## config.mk

```make
export PLATFORM = sky130hd
export DESIGN_NAME = mem_responder
export DESIGN_NICKNAME = d
export VERILOG_FILES = /design/src/rtl/cpu_pkg.sv /design/src/rtl/mem_array.sv /design/src/rtl/mem_responder.sv
export SDC_FILE = /design/constraint.sdc
export NUM_CORES = 1
export LEC_CHECK = 0
export BUFFER_PORTS_ARGS = -buffer_cell sky130_fd_sc_hd__buf_2
export CELL_PAD_IN_SITES_DETAIL_PLACEMENT = 1
export CELL_PAD_IN_SITES_GLOBAL_PLACEMENT = 2
export CORE_ASPECT_RATIO = 0.8
export CORE_MARGIN = 2
export CORE_UTILIZATION = 25
export CTS_CLUSTER_SIZE = 30
export DETAILED_ROUTE_END_ITERATION = 6
export GPL_TIMING_DRIVEN = 0
export MAX_ROUTING_LAYER = met4
export PLACE_DENSITY_LB_ADDON = 0.1
export SYNTH_ARGS = -nofsm -noshare
export SYNTH_HDL_FRONTEND = slang
export SYNTH_SLANG_ARGS = --single-unit
```

## constraint.sdc

```tcl
create_clock -name clk -period 6.4 [get_ports clk]
set_clock_uncertainty 0.15 [all_clocks]
set_input_delay 0.32 -clock clk [delete_from_list [all_inputs] [get_ports clk]]
set_output_delay 0.32 -clock clk [all_outputs]
set_load 0.05 [all_outputs]
```

## src/rtl/cpu_pkg.sv

```systemverilog
// Shared CPU definitions: default datapath widths and the memory responder state encoding.
package cpu_pkg;

   localparam int CPU_DATA_W = 8;
   localparam int CPU_ADDR_W = 6;

   typedef enum logic [1:0] {
      IDLE = 2'd0,
      WAIT = 2'd1,
      ACK  = 2'd2
   } mem_state_t;

endpackage

```

## src/rtl/mem_array.sv

```systemverilog
// Single-port word store: synchronous write, combinational read, contents survive reset.
module mem_array #(
   parameter int DATA_W = 8,
   parameter int ADDR_W = 6
) (
   input  logic              clk,
   input  logic              we,
   input  logic [ADDR_W-1:0] addr,
   input  logic [DATA_W-1:0] din,
   output logic [DATA_W-1:0] dout
);

   logic [DATA_W-1:0] mem [2**ADDR_W];

   always_ff @(posedge clk) begin
      if (we) mem[addr] <= din;
   end

   assign dout = mem[addr];

endmodule

```

## src/rtl/mem_responder.sv

```systemverilog
// Memory responder for the CPU read/write strobe interface with programmable wait states.
// Optional write protection of the low address range is enabled by defining MEM_WRITE_PROTECT_EN.
//
//   state | meaning
//   IDLE  | waiting for a read or write strobe
//   WAIT  | request latched, counting down wait states
//   ACK   | access done, ready (and werr) high for this one cycle
module mem_responder
   import cpu_pkg::*;
#(
   parameter int DATA_W      = CPU_DATA_W,
   parameter int ADDR_W      = CPU_ADDR_W,
   parameter int WAIT_CYCLES = 2,
   parameter int PROTECT_TOP = 16
) (
   input  logic              clk,
   input  logic              reset,
   input  logic              read,
   input  logic              write,
   input  logic [ADDR_W-1:0] addr,
   input  logic [DATA_W-1:0] wdata,
   output logic [DATA_W-1:0] rdata,
   output logic              ready,
   output logic              busy,
   output logic              werr
);

`ifdef MEM_WRITE_PROTECT_EN
   localparam bit PROT_EN = 1'b1;
`else
   localparam bit PROT_EN = 1'b0;
`endif

   localparam logic [3:0] CNT_LOAD = (WAIT_CYCLES == 0) ? 4'd0 : 4'(WAIT_CYCLES - 1);

   mem_state_t        state_q;
   logic [3:0]        cnt_q;
   logic [ADDR_W-1:0] addr_q;
   logic [DATA_W-1:0] wdata_q;
   logic              wr_q;
   logic [DATA_W-1:0] rdata_q;
   logic              ready_q;
   logic              werr_q;

   logic              req;
   logic              go_ack;
   logic              acc_wr;
   logic              acc_prot;
   logic              mem_we;
   logic [ADDR_W-1:0] acc_addr;
   logic [DATA_W-1:0] acc_din;
   logic [DATA_W-1:0] mem_dout;

   assign req = read | write;

   // With zero wait states the access happens on the accept edge, so the array
   // must see the live request rather than the not-yet-latched copy.
   assign go_ack   = ((state_q == IDLE) && req && (WAIT_CYCLES == 0)) ||
                     ((state_q == WAIT) && (cnt_q == 4'd0));
   assign acc_addr = (state_q == IDLE) ? addr  : addr_q;
   assign acc_din  = (state_q == IDLE) ? wdata : wdata_q;
   assign acc_wr   = (state_q == IDLE) ? write : wr_q;
   assign acc_prot = PROT_EN && (int'(acc_addr) < PROTECT_TOP);
   assign mem_we   = go_ack && acc_wr && !acc_prot;

   mem_array #(
      .DATA_W (DATA_W),
      .ADDR_W (ADDR_W)
   ) u_array (
      .clk  (clk),
      .we   (mem_we),
      .addr (acc_addr),
      .din  (acc_din),
      .dout (mem_dout)
   );

   always_ff @(posedge clk or negedge reset) begin
      if (!reset) begin
         state_q <= IDLE;
         cnt_q   <= 4'd0;
         addr_q  <= '0;
         wdata_q <= '0;
         wr_q    <= 1'b0;
         rdata_q <= '0;
         ready_q <= 1'b0;
         werr_q  <= 1'b0;
      end else begin
         ready_q <= 1'b0;
         werr_q  <= 1'b0;
         if (go_ack) begin
            ready_q <= 1'b1;
            werr_q  <= acc_wr && acc_prot;
            if (!acc_wr) rdata_q <= mem_dout;
         end
         case (state_q)
            IDLE: begin
               if (req) begin
                  addr_q  <= addr;
                  wdata_q <= wdata;
                  wr_q    <= write;
                  cnt_q   <= CNT_LOAD;
                  state_q <= (WAIT_CYCLES == 0) ? ACK : WAIT;
               end
            end
            WAIT: begin
               if (cnt_q == 4'd0) state_q <= ACK;
               else               cnt_q   <= cnt_q - 4'd1;
            end
            ACK:     state_q <= IDLE;
            default: state_q <= IDLE;
         endcase
      end
   end

   assign rdata = rdata_q;
   assign ready = ready_q;
   assign busy  = (state_q != IDLE);
   assign werr  = werr_q;

endmodule
```

# --- After elaboration in Yosys (flattened, before gate mapping) ---
# Memory sizes are Yosys's and may differ from the RTL's. A register that Yosys moved wholly into a read port is not among the register bits.
# Cells that the tools add are included.
op_classes:
  n_addsub: 1
  n_eq_ne: 4
  muxes: 12
  n_bitwise: 2
  n_reduce_logical: 11
op_table:
  columns: ["op", "n"]
  rows:
  - ["$mux W4", 2]
  - ["$mux W8", 1]
  - ["$pmux W4 S2", 1]
  - ["$mux W6", 1]
  - ["$reduce_and A2 Y1", 3]
  - ["$logic_not A4 Y1", 1]
  - ["$mux W1", 4]
  - ["$mux W2", 2]
  - ["$ne A2 B2 Y1 const B", 2]
  - ["$pmux W2 S2", 1]
  - ["$reduce_bool A2 Y1", 2]
  - ["$sub A4 B1 Y4 const B", 1]
  - ["$reduce_and A3 Y1", 1]
  - ["$eq A2 B1 Y1 const B", 1]
  - ["$logic_and A1 B1 Y1", 2]
  - ["$logic_not A2 Y1", 1]
  - ["$ne A2 B1 Y1 const B", 1]
  - ["$logic_not A1 Y1", 1]
  - ["$not A1 Y1", 1]
  - ["$or A1 B1 Y1", 1]
totals:
  regBits: 22
  ramBits: 512
  in_bits: 18
  out_inout_bits: 11
  n_memories: 1
mem_list:
  columns: ["name", "depth", "width", "rd", "rd_ports_with_merged_regs", "write_ports", "line", "rtl"]
  rows:
  - ["u_array.mem", 64, 8, 1, 1, 1, "mem_array.sv:13", "logic [DATA_W-1:0] mem [2**ADDR_W];"]

# --- Logic depth before layout (Yosys ltp) ---
logic_depth:
  ltp_word: 5
  mapped_depth: 12
  depth_no_buf: 8

# --- Hierarchy ---
# Synthesis repeated with hierarchy kept, for this count alone.
unflattened:
  cells_unflattened: 1294
  hier_area_um2: 21750.9
modules_own_cells:
  columns: ["module", "n_inst", "cells_per_inst", "area_each_um2"]
  rows:
  - ["mem_array", 1, 1163, 20289.5]
  - ["mem_responder", 1, 131, 1461.4]

# --- Worst setup path after synthesis ---
# OpenSTA, ideal clock, no wires.
synth_path:
  kind: "flip-flop to flip-flop"
  startpoint: "register state_q[1]"
  endpoint: "register rdata_q[2], in the netlist rdata[2] (read register of u_array.mem)"
  setup_time_ns: 0.124
  t_arrival_ns: 2.595
  required_ns: 6.126
  path_slack_ns: 3.531
  stages_incl_launch_ff: 10
  cell_sequence: "dfrtp_1 buf_6 or3b_1 buf_4 nand2_4 mux2_1 a222oi_1 a21oi_1 or4_1 o31a_1"
synth_between:
  elab_chain_cells: 4
  word_cells_on_any_way: 7
  cone_classes: "eq/ne: 1; mux: 2; bitwise: 1; reduce/logical: 3"
synth_lines:
  columns: ["item", "line", "rtl"]
  rows:
  - ["start: declaration", "mem_responder.sv:36", "mem_state_t state_q;"]
  - ["start signal: assignment", "mem_responder.sv:102", "state_q <= (WAIT_CYCLES == 0) ? ACK : WAIT;"]
  - ["$logic_not A2 Y1", "mem_responder.sv:60, mem_responder.sv:62", null]
  - ["$mux W1", "mem_responder.sv:62", "assign acc_wr = (state_q == IDLE) ? write : wr_q;"]
  - ["$not A1 Y1 (no source line)", null, null]
  - ["$reduce_and A2 Y1 (no source line)", null, null]
  - ["end: declaration", "mem_responder.sv:41", "logic [DATA_W-1:0] rdata_q;"]
# Several ways; a longest one is shown, not always the timed one.
# A chain may end at the register's enable or synchronous reset.

# --- Worst setup path after layout ---
layout_path:
  startpoint: "register state_q[0]"
  endpoint: "memory u_array.mem[23][2], enable pin"
layout_between:
  elab_chain_cells: 5
  word_cells_on_any_way: 8
  cone_classes: "eq/ne: 1; mux: 4; reduce/logical: 3"
layout_lines:
  columns: ["item", "line", "rtl"]
  rows:
  - ["$eq A2 B1 Y1 / $logic_not A2 Y1 (equally long branches)", "mem_responder.sv:59, mem_responder.sv:60, mem_responder.sv:62", null]
  - ["$logic_and A1 B1 Y1 / $mux W1 (equally long branches)", "mem_responder.sv:59, mem_responder.sv:62", null]
  - ["$logic_and A1 B1 Y1", "mem_responder.sv:64", "assign mem_we = go_ack && acc_wr && !acc_prot;"]
  - ["$mux W1", "mem_array.sv:16", "if (we) mem[addr] <= din;"]
  - ["$mux W1 (not written as such)", "mem_array.sv:16", null]
  - ["end: declaration", "mem_array.sv:13", null]
# Several ways; a longest one is shown, not always the timed one.

==> impl_metrics.xml <==
<?xml version="1.0" encoding="UTF-8"?>
<metrics>
  <group name="floorplanning">
    <metric name="ios" unit="">29</metric>
    <metric name="die_w" unit="microns">331</metric>
    <metric name="num_rows" unit="">95</metric>
    <metric name="floorplan.initialDensity" unit="">0.253</metric>
    <metric name="die_footprint" unit="sq mm">0.0878</metric>
    <metric name="dieHeight" unit="microns">265</metric>
    <metric name="coreArea" unit="sq mm">0.0843</metric>
  </group>
  <group name="critical_path">
    <metric name="worstSetupEndpointType" unit="">register</metric>
    <metric name="critical_path_arrival" unit="ps">5240</metric>
    <metric name="path_buf_inv" unit="">4</metric>
    <metric name="critical_path_class" unit="">reg -&gt; reg</metric>
    <metric name="critPathMostFrequentCell" unit="">buf_6</metric>
    <metric name="worstPathRequired" unit="ps">6500</metric>
    <metric name="cp_slowest_cell" unit="">nor2_1</metric>
    <metric name="timing.critical_path.cells" unit="">buf_6 -&gt; nor2_4 -&gt; buf_2 -&gt; mux2i_2 -&gt; buf_6 -&gt; clkbuf_1 -&gt; nand2_1 -&gt; nor2_1</metric>
    <metric name="setup.worst_path.start_class" unit="">register</metric>
    <metric name="critical-path-max-stage-delay" unit="ps">1090</metric>
    <metric name="critPathTopFamily" unit="">simple AND/OR/NAND/NOR gates</metric>
    <metric name="path_max_fanout" unit="">10</metric>
  </group>
  <group name="pwr">
    <metric name="power.total" unit="uW">13100</metric>
    <metric name="pwr-share-comb" unit="">0.382</metric>
    <metric name="switching_power" unit="uW">5350</metric>
    <metric name="internal-power" unit="uW">7720</metric>
    <metric name="worst_ir_drop_vdd" unit="mV">0.213</metric>
    <metric name="clockPowerShare" unit="">0.252</metric>
    <metric name="switching_share" unit="">0.409</metric>
    <metric name="seq_power_share" unit="">0.366</metric>
    <metric name="power.static_leakage" unit="uW">0.00794</metric>
    <metric name="power.density_cell_area" unit="mW/mm^2">517</metric>
  </group>
  <group name="cts">
    <metric name="post_cts_resize_count" unit="">0</metric>
    <metric name="ctsLongestPathBuffers" unit="">3</metric>
    <metric name="cts.clk_slew.worst_paths" unit="ps">70</metric>
    <metric name="tritoncts_num_sinks" unit="">542</metric>
    <metric name="post-cts-setup-buffer-count" unit="">0</metric>
    <metric name="worstSkewPairLatency" unit="ps">630</metric>
    <metric name="cts_inserted_buffers" unit="">58</metric>
    <metric name="post_cts_hold_buffer_count" unit="">18</metric>
    <metric name="cts.root.buffer_cell" unit="">clkbuf_16</metric>
    <metric name="htree_levels" unit="">2</metric>
    <metric name="clock_tree_from_tritoncts" unit="">yes</metric>
  </group>
  <group name="placed_design">
    <metric name="finalWeightedCongestion" unit="">0.792</metric>
    <metric name="placedInstanceArea" unit="sq mm">0.0233</metric>
    <metric name="port-buffer-count" unit="">27</metric>
    <metric name="post-dp-hpwl" unit="microns">59100</metric>
    <metric name="dpl.cell_count" unit="">2499</metric>
  </group>
  <group name="layout">
    <metric name="most_common_library_cell_in_the_layout_ignoring_fill_and_taps" unit="">edfxtp_1</metric>
    <metric name="post-route-cell-area" unit="sq mm">0.0253</metric>
    <metric name="num-nets-final" unit="">1482</metric>
    <metric name="layout-drive-gt1-share" unit="">0.130</metric>
    <metric name="layout.cells.non_filler" unit="">2627</metric>
    <metric name="syn2layout_area_growth" unit="%">18.4</metric>
    <metric name="most-common-layout-cells" unit="">edfxtp_1, nand2_1, nor2_1</metric>
  </group>
  <group name="worst_hold_path">
    <metric name="hp-class" unit="">in -&gt; reg</metric>
  </group>
  <group name="sta">
    <metric name="finalSetupTns" unit="ps">0</metric>
    <metric name="final_hold_viol_count" unit="">0</metric>
    <metric name="setup_repair_after_global_routing_missed_its_margin" unit="">false</metric>
    <metric name="tightestPinTransition" unit="ps">1500</metric>
    <metric name="slew_viol_final" unit="">10</metric>
    <metric name="highest_clock_rate" unit="GHz">0.194</metric>
    <metric name="finalHoldWorstSlack" unit="ps">46.4</metric>
    <metric name="max_slew_margin" unit="">-0.00243</metric>
    <metric name="setup_violation_total_in_the_final_timing_report" unit="">0</metric>
    <metric name="final_critical_period" unit="ps">5140</metric>
    <metric name="final_min_period_over_clock_period" unit="">0.804</metric>
  </group>
  <group name="routing">
    <metric name="route.vias.total" unit="">13500</metric>
    <metric name="routed_wire_length_per_instance" unit="microns">34.3</metric>
    <metric name="drtPass1Iterations" unit="">6</metric>
    <metric name="antenna_left" unit="">0</metric>
    <metric name="via_per_inst" unit="">5.13</metric>
    <metric name="post-route-drc-count" unit="">0</metric>
    <metric name="routed_wirelength" unit="microns">90100</metric>
    <metric name="drt_first_iter_violations" unit="">1494</metric>
  </group>
  <group name="logic_synthesis">
    <metric name="postSynthCellCount" unit="">1339</metric>
    <metric name="synthesis.yosys.warnings" unit="">0</metric>
    <metric name="dominantRegCellSynth" unit="">edfxtp_1</metric>
    <metric name="synth.avg_cell_area" unit="sq um">15.9</metric>
    <metric name="syn-num-nets" unit="">1359</metric>
    <metric name="synth-edff-count" unit="">512</metric>
    <metric name="ys_types" unit="">69</metric>
    <metric name="synth-seq-cells" unit="">542</metric>
    <metric name="syn-cell-area" unit="sq mm">0.0213</metric>
    <metric name="fraction_of_the_yosys_area_taken_by_sequential_cells" unit="">0.755</metric>
    <metric name="ys_async_sr_fraction" unit="">0.0554</metric>
  </group>
  <group name="global_route">
    <metric name="grt_usage" unit="">0.212</metric>
    <metric name="grt_overflow_total" unit="">0</metric>
    <metric name="grt_max_degree" unit="">65</metric>
    <metric name="grt_pass1_vias" unit="">13500</metric>
    <metric name="number_of_antenna_violations_at_the_first_check_in_global_routing" unit="">9</metric>
    <metric name="grt_pass1_wl" unit="microns">121000</metric>
  </group>
  <group name="status">
    <metric name="violations" unit="">max-capacitance violations, max-slew violations</metric>
    <metric name="outcome" unit="">finished, violations left</metric>
  </group>
  <group name="run">
    <metric name="cap_viol_max_count" unit="">1</metric>
  </group>
</metrics>
-- metal layers --
metal | up-vias | part of all wire | global-route usage
met5 | - | 0 | -
met4 | 0 | 0.019 | 0.0427
met3 | 106 | 0.048 | 0.0245
met2 | 411 | 0.44 | 0.305
met1 | 7304 | 0.50 | 0.319
li1 | 5647 | - | -
-- sequential cells by signal (all words and copies together), names as in the netlist --
signal,cells
wdata_q,8
cnt_q,4
ready,1
addr_q,6
wr_q,1
state_q,2
rdata,8
u_array.mem,512
-- Yosys cell counts (3+ instances only) --
cell | instances | share of area
edfxtp_1 | 512 | 0.72
nand2_1 | 106 | 0.019
nor2_1 | 100 | 0.018
mux2i_1 | 81 | 0.038
a22oi_1 | 72 | 0.025
clkbuf_1 | 43 | 0.0076
a31oi_1 | 37 | 0.011
o21ai_0 | 37 | 0.0087
a21oi_1 | 34 | 0.0080
a222oi_1 | 31 | 0.015
dfrtp_1 | 30 | 0.035
o22ai_1 | 20 | 0.0059
a22o_1 | 19 | 0.0078
o22a_1 | 19 | 0.0078
mux2_1 | 18 | 0.0095
a221oi_1 | 17 | 0.0070
nand3_1 | 13 | 0.0030
buf_2 | 11 | 0.0026
nor4_1 | 10 | 0.0029
o21a_1 | 10 | 0.0035
nand2b_1 | 8 | 0.0023
buf_4 | 7 | 0.0025
buf_6 | 7 | 0.0037
and3_1 | 6 | 0.0018
and4_1 | 6 | 0.0025
inv_1 | 6 | 0.0011
o21ai_1 | 6 | 0.0014
o21bai_1 | 5 | 0.0018
or2_2 | 5 | 0.0015
a2111oi_0 | 4 | 0.0016
mux2_2 | 4 | 0.0021
nor3_1 | 4 | 0.00094
o32ai_2 | 3 | 0.0023
or4_1 | 3 | 0.0011
-- per-stage QoR --
| step | setup slack [ps] | utilization |
|---|---|---|
| after detailed placement | 1270 | 0.276 |
| final | 1260 | 0.300 |
| after global routing | 1280 | 0.300 |
| after global placement | 399 | 0.271 |
| after floorplan | 3530 | - |
| after CTS | 1250 | 0.300 |
-- path summary, 6_finish.rpt --
kind,from,endpoint,slack [ps],cells past startpoint
setup / recovery,state_q[0],u_array.mem[23][2],1260,8
hold / removal,read,addr_q[4],50,5
setup reg to reg,state_q[0],u_array.mem[23][2],1260,8
hold reg to reg,wdata_q[7],wdata_q[7],330,2
max in group asynchronous,reset,cnt_q[2],5340,2
min in group asynchronous,reset,rdata[7],200,2
-- cell type report --
cell class,count,area [sq um]
antenna,2,5.00
clock buffer,70,1520
multi-input combinational,720,4960
timing repair buffer,63,608
sequential,542,16100
inverter,7,26.3
clock inverter,38,267
fill,8769,59000
tap,1115,1400
buffer,70,355
-- power by group through the flow --
stage / logic [uW] / clock network [uW] / registers, uW
CTS: 5040 / 3360 / 4790
global route: 5260 / 3470 / 4800
detailed placement: 5020 / 0 / 4860
finish: 4990 / 3290 / 4790
floorplan: 2260 / 0 / 4930
global placement: 4730 / 0 / 4980
-- cell families (layout without fill, tap and decap cells) --
group           count (synthesis)  count (layout)  synth area share
simple gates                  283             283            0.0612
mux                           103             103            0.0496
other cells                     1               3          0.000176
xor+xnor                        2               2          0.000821
flops                         542             542             0.755
buf+inv                        77             248            0.0179
compound gates                329             329             0.114
fa+ha+maj                       2               2           0.00117
-- worst min-delay path, stage by stage --
cell     delay (ps)
buf_2           110
nor2_1           80
nor2_1          100
nand2_1          80
o21ai_0          80
No activity file was read; power rests on OpenSTA's default activity.
